**config.mk**
```make
export PLATFORM = sky130hd
export DESIGN_NAME = instr_enc_flat
export DESIGN_NICKNAME = d
export VERILOG_FILES = /design/src/rtl/instr_enc_pkg.sv /design/src/rtl/instr_enc_if.sv /design/src/rtl/instr_ext_len.sv /design/src/rtl/instr_enc.sv /design/src/flat_wrapper.sv
export SDC_FILE = /design/constraint.sdc
export NUM_CORES = 1
export LEC_CHECK = 0
export BUFFER_PORTS_ARGS = -buffer_cell sky130_fd_sc_hd__buf_2
export CAP_MARGIN = 10
export CORE_ASPECT_RATIO = 0.9
export CORE_MARGIN = 1.5
export CORE_UTILIZATION = 53
export DETAILED_ROUTE_END_ITERATION = 16
export PLACE_DENSITY = 0.91
export RECOVER_POWER = 100
export SYNTH_ARGS = -nofsm -noshare
export SYNTH_HDL_FRONTEND = slang
export SYNTH_SLANG_ARGS = --single-unit
```
**constraint.sdc**
```tcl
create_clock -name clk -period 2.58 [get_ports clk]
set_clock_uncertainty 0.15 [all_clocks]
set_input_delay 0.129 -clock clk [delete_from_list [all_inputs] [get_ports clk]]
set_output_delay 0.129 -clock clk [all_outputs]
set_load 0.05 [all_outputs]
```
**src/rtl/instr_enc_pkg.sv**
```systemverilog
// Shared constants, state encoding and opcode-word packing for the MSP430 instruction encoder.
// The format codes and prefixes match what the decoder expects on the MDB.
package instr_enc_pkg;

    localparam logic [1:0] FMT_NONE = 2'd0;
    localparam logic [1:0] FMT_I    = 2'd1;
    localparam logic [1:0] FMT_II   = 2'd2;
    localparam logic [1:0] FMT_J    = 2'd3;

    localparam logic [5:0] FMT_II_PREFIX = 6'b000100;
    localparam logic [2:0] JMP_PREFIX    = 3'b001;
    // op[2:0] == 3'b111 has no single-operand instruction behind it
    localparam logic [2:0] FMT_II_RSVD   = 3'b111;

    typedef enum logic [1:0] {
        ENC_IDLE = 2'd0,
        ENC_OPW  = 2'd1,
        ENC_SRC  = 2'd2,
        ENC_DST  = 2'd3
    } enc_state_e;

    function automatic logic cmd_invalid(input logic [1:0] fmt, input logic [3:0] op);
        return (fmt == FMT_NONE) || ((fmt == FMT_II) && (op[2:0] == FMT_II_RSVD));
    endfunction

    function automatic logic [15:0] opcode_word(
        input logic [1:0] fmt,
        input logic [3:0] op,
        input logic [3:0] reg_sa,
        input logic       ad,
        input logic       bw,
        input logic [1:0] as_m,
        input logic [3:0] reg_da,
        input logic [9:0] offset
    );
        logic [15:0] w;
        w = 16'h0000;
        case (fmt)
            FMT_I:   w = {op, reg_sa, ad, bw, as_m, reg_da};
            FMT_II:  w = {FMT_II_PREFIX, op[2:0], bw, as_m, reg_da};
            FMT_J:   w = {JMP_PREFIX, op[2:0], offset};
            default: w = 16'h0000;
        endcase
        return w;
    endfunction

endpackage

```
**src/rtl/instr_enc_if.sv**
```systemverilog
// Command and word-stream handshake bundle between the instruction source and the encoder.
// master = command producer / word consumer, slave = encoder.
interface instr_enc_if;
    logic        cmd_valid;
    logic        cmd_ready;
    logic [1:0]  FORMAT;
    logic [3:0]  op;
    logic [3:0]  reg_SA;
    logic [3:0]  reg_DA;
    logic        Ad;
    logic [1:0]  As;
    logic        BW;
    logic [9:0]  offset;
    logic [15:0] src_ext;
    logic [15:0] dst_ext;
    logic [15:0] word_out;
    logic        word_valid;
    logic        word_ready;
    logic        word_last;
    logic        err;

    modport master (
        output cmd_valid, FORMAT, op, reg_SA, reg_DA, Ad, As, BW, offset,
               src_ext, dst_ext, word_ready,
        input  cmd_ready, word_out, word_valid, word_last, err
    );

    modport slave (
        input  cmd_valid, FORMAT, op, reg_SA, reg_DA, Ad, As, BW, offset,
               src_ext, dst_ext, word_ready,
        output cmd_ready, word_out, word_valid, word_last, err
    );
endinterface

```
**src/rtl/instr_ext_len.sv**
```systemverilog
// Extension-word rule: which of the source/destination extension words an instruction carries.
// Kept standalone so the decoder can share the identical rule.
module instr_ext_len
    import instr_enc_pkg::*;
#(
    parameter logic [3:0] CG_REG = 4'd3,
    parameter logic [3:0] PC_REG = 4'd0
) (
    input  logic [1:0] format_i,
    input  logic [1:0] as_i,
    input  logic       ad_i,
    input  logic [3:0] reg_sa_i,
    input  logic [3:0] reg_da_i,
    output logic       need_src_o,
    output logic       need_dst_o
);

    logic [3:0] src_reg;
    logic       src_rule;

    // FMT_II has a single operand, encoded in the destination register field
    assign src_reg  = (format_i == FMT_II) ? reg_da_i : reg_sa_i;
    assign src_rule = ((as_i == 2'b01) && (src_reg != CG_REG)) ||
                      ((as_i == 2'b11) && (src_reg == PC_REG));

    always_comb begin
        need_src_o = 1'b0;
        need_dst_o = 1'b0;
        case (format_i)
            FMT_I: begin
                need_src_o = src_rule;
                need_dst_o = ad_i;
            end
            FMT_II:  need_src_o = src_rule;
            default: ;
        endcase
    end

endmodule

```
**src/rtl/instr_enc.sv**
```systemverilog
// MSP430 instruction encoder: latches one decoded instruction and streams its
// opcode word plus optional source/destination extension words.
module instr_enc
    import instr_enc_pkg::*;
#(
    parameter logic [3:0] CG_REG = 4'd3,
    parameter logic [3:0] PC_REG = 4'd0
) (
    input  logic              clk,
    input  logic              rst_n,
    instr_enc_if.slave        bus
);

    enc_state_e  state_q;
    logic [15:0] src_q;
    logic [15:0] dst_q;
    logic        need_src_q;
    logic        need_dst_q;
    logic [15:0] word_out_q;
    logic        word_valid_q;
    logic        word_last_q;
    logic        err_q;
    logic        cmd_ready_q;

    logic        need_src_d;
    logic        need_dst_d;
    logic [15:0] opw_d;
    logic        reject_d;
    logic        fire;

    instr_ext_len #(
        .CG_REG (CG_REG),
        .PC_REG (PC_REG)
    ) u_ext_len (
        .format_i   (bus.FORMAT),
        .as_i       (bus.As),
        .ad_i       (bus.Ad),
        .reg_sa_i   (bus.reg_SA),
        .reg_da_i   (bus.reg_DA),
        .need_src_o (need_src_d),
        .need_dst_o (need_dst_d)
    );

    assign opw_d    = opcode_word(bus.FORMAT, bus.op, bus.reg_SA, bus.Ad, bus.BW,
                                  bus.As, bus.reg_DA, bus.offset);
    assign reject_d = cmd_invalid(bus.FORMAT, bus.op);
    assign fire     = word_valid_q & bus.word_ready;

    always_ff @(posedge clk or negedge rst_n) begin
        if (!rst_n) begin
            state_q      <= ENC_IDLE;
            src_q        <= 16'h0000;
            dst_q        <= 16'h0000;
            need_src_q   <= 1'b0;
            need_dst_q   <= 1'b0;
            word_out_q   <= 16'h0000;
            word_valid_q <= 1'b0;
            word_last_q  <= 1'b0;
            err_q        <= 1'b0;
            cmd_ready_q  <= 1'b1;
        end else begin
            err_q <= 1'b0;
            case (state_q)
                ENC_IDLE: begin
                    if (bus.cmd_valid) begin
                        if (reject_d) begin
                            err_q <= 1'b1;
                        end else begin
                            state_q      <= ENC_OPW;
                            src_q        <= bus.src_ext;
                            dst_q        <= bus.dst_ext;
                            need_src_q   <= need_src_d;
                            need_dst_q   <= need_dst_d;
                            word_out_q   <= opw_d;
                            word_valid_q <= 1'b1;
                            word_last_q  <= ~(need_src_d | need_dst_d);
                            cmd_ready_q  <= 1'b0;
                        end
                    end
                end
                ENC_OPW: begin
                    if (fire) begin
                        if (need_src_q) begin
                            state_q     <= ENC_SRC;
                            word_out_q  <= src_q;
                            word_last_q <= ~need_dst_q;
                        end else if (need_dst_q) begin
                            state_q     <= ENC_DST;
                            word_out_q  <= dst_q;
                            word_last_q <= 1'b1;
                        end else begin
                            state_q      <= ENC_IDLE;
                            word_out_q   <= 16'h0000;
                            word_valid_q <= 1'b0;
                            word_last_q  <= 1'b0;
                            cmd_ready_q  <= 1'b1;
                        end
                    end
                end
                ENC_SRC: begin
                    if (fire) begin
                        if (need_dst_q) begin
                            state_q     <= ENC_DST;
                            word_out_q  <= dst_q;
                            word_last_q <= 1'b1;
                        end else begin
                            state_q      <= ENC_IDLE;
                            word_out_q   <= 16'h0000;
                            word_valid_q <= 1'b0;
                            word_last_q  <= 1'b0;
                            cmd_ready_q  <= 1'b1;
                        end
                    end
                end
                ENC_DST: begin
                    if (fire) begin
                        state_q      <= ENC_IDLE;
                        word_out_q   <= 16'h0000;
                        word_valid_q <= 1'b0;
                        word_last_q  <= 1'b0;
                        cmd_ready_q  <= 1'b1;
                    end
                end
            endcase
        end
    end

    assign bus.cmd_ready  = cmd_ready_q;
    assign bus.word_out   = word_out_q;
    assign bus.word_valid = word_valid_q;
    assign bus.word_last  = word_last_q;
    assign bus.err        = err_q;

endmodule

```
**src/flat_wrapper.sv**
```systemverilog
// flat-port wrapper written by rule: the top's interface ports become plain ports
module instr_enc_flat import instr_enc_pkg::*;
#(
    parameter logic [3:0] CG_REG = 4'd3,
    parameter logic [3:0] PC_REG = 4'd0
)
  (clk, rst_n, bus_cmd_valid, bus_FORMAT, bus_op, bus_reg_SA, bus_reg_DA, bus_Ad, bus_As, bus_BW, bus_offset, bus_src_ext, bus_dst_ext, bus_word_ready, bus_cmd_ready, bus_word_out, bus_word_valid, bus_word_last, bus_err);
  instr_enc_if bus_i ();
  input  logic clk;
  input  logic rst_n;
  input wire logic [$bits(bus_i.cmd_valid)-1:0] bus_cmd_valid;
  input wire logic [$bits(bus_i.FORMAT)-1:0] bus_FORMAT;
  input wire logic [$bits(bus_i.op)-1:0] bus_op;
  input wire logic [$bits(bus_i.reg_SA)-1:0] bus_reg_SA;
  input wire logic [$bits(bus_i.reg_DA)-1:0] bus_reg_DA;
  input wire logic [$bits(bus_i.Ad)-1:0] bus_Ad;
  input wire logic [$bits(bus_i.As)-1:0] bus_As;
  input wire logic [$bits(bus_i.BW)-1:0] bus_BW;
  input wire logic [$bits(bus_i.offset)-1:0] bus_offset;
  input wire logic [$bits(bus_i.src_ext)-1:0] bus_src_ext;
  input wire logic [$bits(bus_i.dst_ext)-1:0] bus_dst_ext;
  input wire logic [$bits(bus_i.word_ready)-1:0] bus_word_ready;
  output wire logic [$bits(bus_i.cmd_ready)-1:0] bus_cmd_ready;
  output wire logic [$bits(bus_i.word_out)-1:0] bus_word_out;
  output wire logic [$bits(bus_i.word_valid)-1:0] bus_word_valid;
  output wire logic [$bits(bus_i.word_last)-1:0] bus_word_last;
  output wire logic [$bits(bus_i.err)-1:0] bus_err;
  assign bus_i.cmd_valid = bus_cmd_valid;
  assign bus_i.FORMAT = bus_FORMAT;
  assign bus_i.op = bus_op;
  assign bus_i.reg_SA = bus_reg_SA;
  assign bus_i.reg_DA = bus_reg_DA;
  assign bus_i.Ad = bus_Ad;
  assign bus_i.As = bus_As;
  assign bus_i.BW = bus_BW;
  assign bus_i.offset = bus_offset;
  assign bus_i.src_ext = bus_src_ext;
  assign bus_i.dst_ext = bus_dst_ext;
  assign bus_i.word_ready = bus_word_ready;
  assign bus_cmd_ready = bus_i.cmd_ready;
  assign bus_word_out = bus_i.word_out;
  assign bus_word_valid = bus_i.word_valid;
  assign bus_word_last = bus_i.word_last;
  assign bus_err = bus_i.err;
  instr_enc #(.CG_REG(CG_REG), .PC_REG(PC_REG)) u_core (.clk(clk), .rst_n(rst_n), .bus(bus_i));
endmodule
```
==> flow_summary.toml <==
[setup_path]
worstSetupPathType = "register to register"
startpoint_type = "register"
worstPathCellList = "inv_1 -> ha_1 -> nor3_1 -> a21oi_1 -> or2_4 -> mux2_1"
crit_start = "u_core.state_q[1]$_DFFE_PN0P_"
cpMaxStageDelayCell = "dfrtp_1"
r2r-start = "u_core.state_q[1]$_DFFE_PN0P_"
required_ns = 2.62
path_max_fanout = 20
cpPeakStageDelay_ns = 0.43
rr_worst_depth = 6
crit_path_end_kind = "register"
crit_arrival_ns = 2.36

[yosys]
synth_edf_count = 0
yosysMostFrequentCell = "nand2_1"
ys_seq_elements = 56
syn_avg_cell_area_sq_um = 9.11
synthSimpleGateAreaFrac_pct = 16.6
ys.flop_type = "dfrtp_1"
synth_xor_area_share_pct = 0
ys_seq_area_share_pct = 45.1
synth_compound_area_share_pct = 20.5
yosysTopAreaCell = "dfrtp_1"
synth-adder-area-share_pct = 4.43
synth_top_family_by_area = "compound AO/OA/AOI/OAI gates"
synth_warnings = 0
synth_area_sq_um = 3110
synthMuxAreaShare_pct = 8.05
synthTopCellsByCount = "nand2_1, dfrtp_1, a21oi_1, mux2_4, o211ai_1"
synth_top_area_share_pct = 44.3
syn_nets = 416
async_flop_share_pct = 100
synthTopCellsByArea = "dfrtp_1, nand2_1, mux2_4"
postSynthCellCount = 341
yosysUniqueCellTypes = 39

[floorplan]
die-area_sq_um = 6330
coreArea_sq_um = 5660
start_util_pct = 54.9
io_pins = 84
num_rows = 26
die_w_um = 83.7
die_h_um = 75.6

[route]
dr.pass1.iters = 7
drc = 0
viasPerCell = 5.71
drtIter0Drc = 342
num_vias = 2967
drt_wl_total_um = 8740
final_antenna_net_count = 0
wl_per_cell_um = 16.8

[cells_and_area]
nets = 524
final_area_sq_um = 3900
area_delta_synth_final_pct = 25.4
drive_gt1_share_pct = 18.0
antenna_cells = 0

[global_route]
grt_start_max_net_pins = 40
grt_usage_pct = 29.2
grt_pass1_wl_um = 14200
grt-ovfl-total = 0
grt_antenna_before_repair = 0
first_global_vias = 2921

[sta]
setup_viol = 0
slew_headroom_pct = 39.1
finalCritPeriodShare_pct = 89.8
fin_setup_tns_ns = 0
tightest_slew_ns = 0.913
period_needed_ns = 2.32
fmax_ghz = 0.432
final_max_slew_viol_count = 0
rsz0062_at_grt = "no"
final_hold_viol_count = 0

[run_status]
outcome = "complete, no violations"

[placed_design]
dpl.hpwl_um = 5780
io_buffers = 83
gp_congestion = 0.934
placed_area_sq_um = 3540

[clock_network]
cts_sinks = 56
cts_buffer_depth = 2
postCtsSetupBuffers = 0
htree_levels = 2
cts_tree = "done"
root_buffer = "clkbuf_8"
clk_pin_slew_worst_paths_ns = 0.10
clk_latency_ns = 0.32
numCtsBuffers = 5

[pwr]
ir_drop_mv = 0.586
p_leak_nw = 1.93
pwr_density_cell_nw_per_um2 = 1080
total_power_w = 0.00420

[flow_run]
maxCapViolCount = 0

[min_path]
min_from = "bus_Ad"
whs_path_depth = 3
hold_class = "primary input to register"
## per-layer routing
layer / share of wire [%] / track usage, %
met5: 0 / 0
met4: 1.7 / 9.65
met3: 9.2 / 5.74
met2: 47 / 50.7
met1: 42 / 37.8
## critical path, delay by kind of cell (launching register included)
family	cells	cell delay, ns
flip-flops	1	0.43
AO/OA/AOI/OAI	1	0.38
multiplexers	1	0.37
buffers and inverters	1	0.11
AND/OR/NAND/NOR	2	0.49
adder cells (fa/ha/maj)	1	0.25
## metrics by stage
| step | util [%] | setup slack (ns) | hold WS (ns) | cells |
|---|---|---|---|---|
| 4_1_cts | 70.3 | 0.0824 | 0.00327 | 519 |
| 6_report | 68.8 | 0.263 | 0.0201 | 520 |
| 2_1_floorplan | - | 0.555 | -0.317 | 341 |
| 3_5_place_dp | 62.5 | 0.146 | -0.0831 | 476 |
| 3_3_place_gp | 62.5 | 0.262 | -0.0840 | 476 |
| 5_1_grt | 68.8 | 0.106 | 0.0486 | 520 |
## cell type report
type,instances,area [sq um]
clock buffers,6,82.6
flip-flops and latches,56,1400
fillers,462,1760
clock inverters,2,10.0
repair buffers,126,796
well taps,70,87.6
inverters,10,37.5
multi-input cells,250,1480
## power breakdown
group          total [W]  leakage [nW]  internal (W)  switching (W)
Sequential       0.00158         0.702       0.00128       0.000298
Clock           0.000496        0.0510      0.000215       0.000281
Combinational    0.00213          1.17      0.000692        0.00143
## cells in the final DEF, fill, tap and decap left out, types with 10 or more instances in the layout
master / instances
nand2_1: 114
o211ai_1: 16
dfrtp_1: 55
ha_1: 11
inv_1: 10
a22oi_1: 13
buf_2: 62
mux2_1: 16
clkbuf_1: 22
dlygate4sd3_1: 36
a21oi_1: 27
## state kept, by name, indices dropped and copies added, names as in the netlist
| signal | flops |
|---|---|
| u_core.need_src_q | 1 |
| u_core.state_q | 2 |
| u_core.src_q | 16 |
| u_core.bus.cmd_ready | 1 |
| u_core.bus.word_last | 1 |
| u_core.bus.word_valid | 1 |
| u_core.need_dst_q | 1 |
| u_core.dst_q | 16 |
| u_core.bus.word_out | 16 |
| u_core.bus.err | 1 |
## logic make-up (layout without fill, tap and decap cells)
| kind of cell | count (synthesis) | in the layout |
|---|---|---|
| and+or+nand+nor | 129 | 129 |
| AOI/OAI and AO/OA | 93 | 93 |
| DFF | 56 | 56 |
| buffers and inverters | 35 | 144 |
| muxes | 17 | 17 |
| adders and majority gates | 11 | 11 |
## timing repair
item / in CTS / in global routing
hold buffers: 35 / 1
endpoints found under the hold margin: 87 / 1
endpoints found under the setup margin: 0 / 16
gates resized for setup: 0 / 1
## final timing paths
check	endpoint	slack, ns
max	u_core.bus.word_out[15]$_DFFE_PN0P_	0.26
min	u_core.need_dst_q$_DFFE_PN0P_	0.02
max reg2reg	u_core.bus.word_out[15]$_DFFE_PN0P_	0.26
min reg2reg	u_core.bus.cmd_ready$_DFFE_PN1P_	0.33
max in group asynchronous	u_core.bus.word_out[15]$_DFFE_PN0P_	0.67
min in group asynchronous	u_core.src_q[6]$_DFFE_PN0P_	0.32
(Power assumes the default switching activity.)
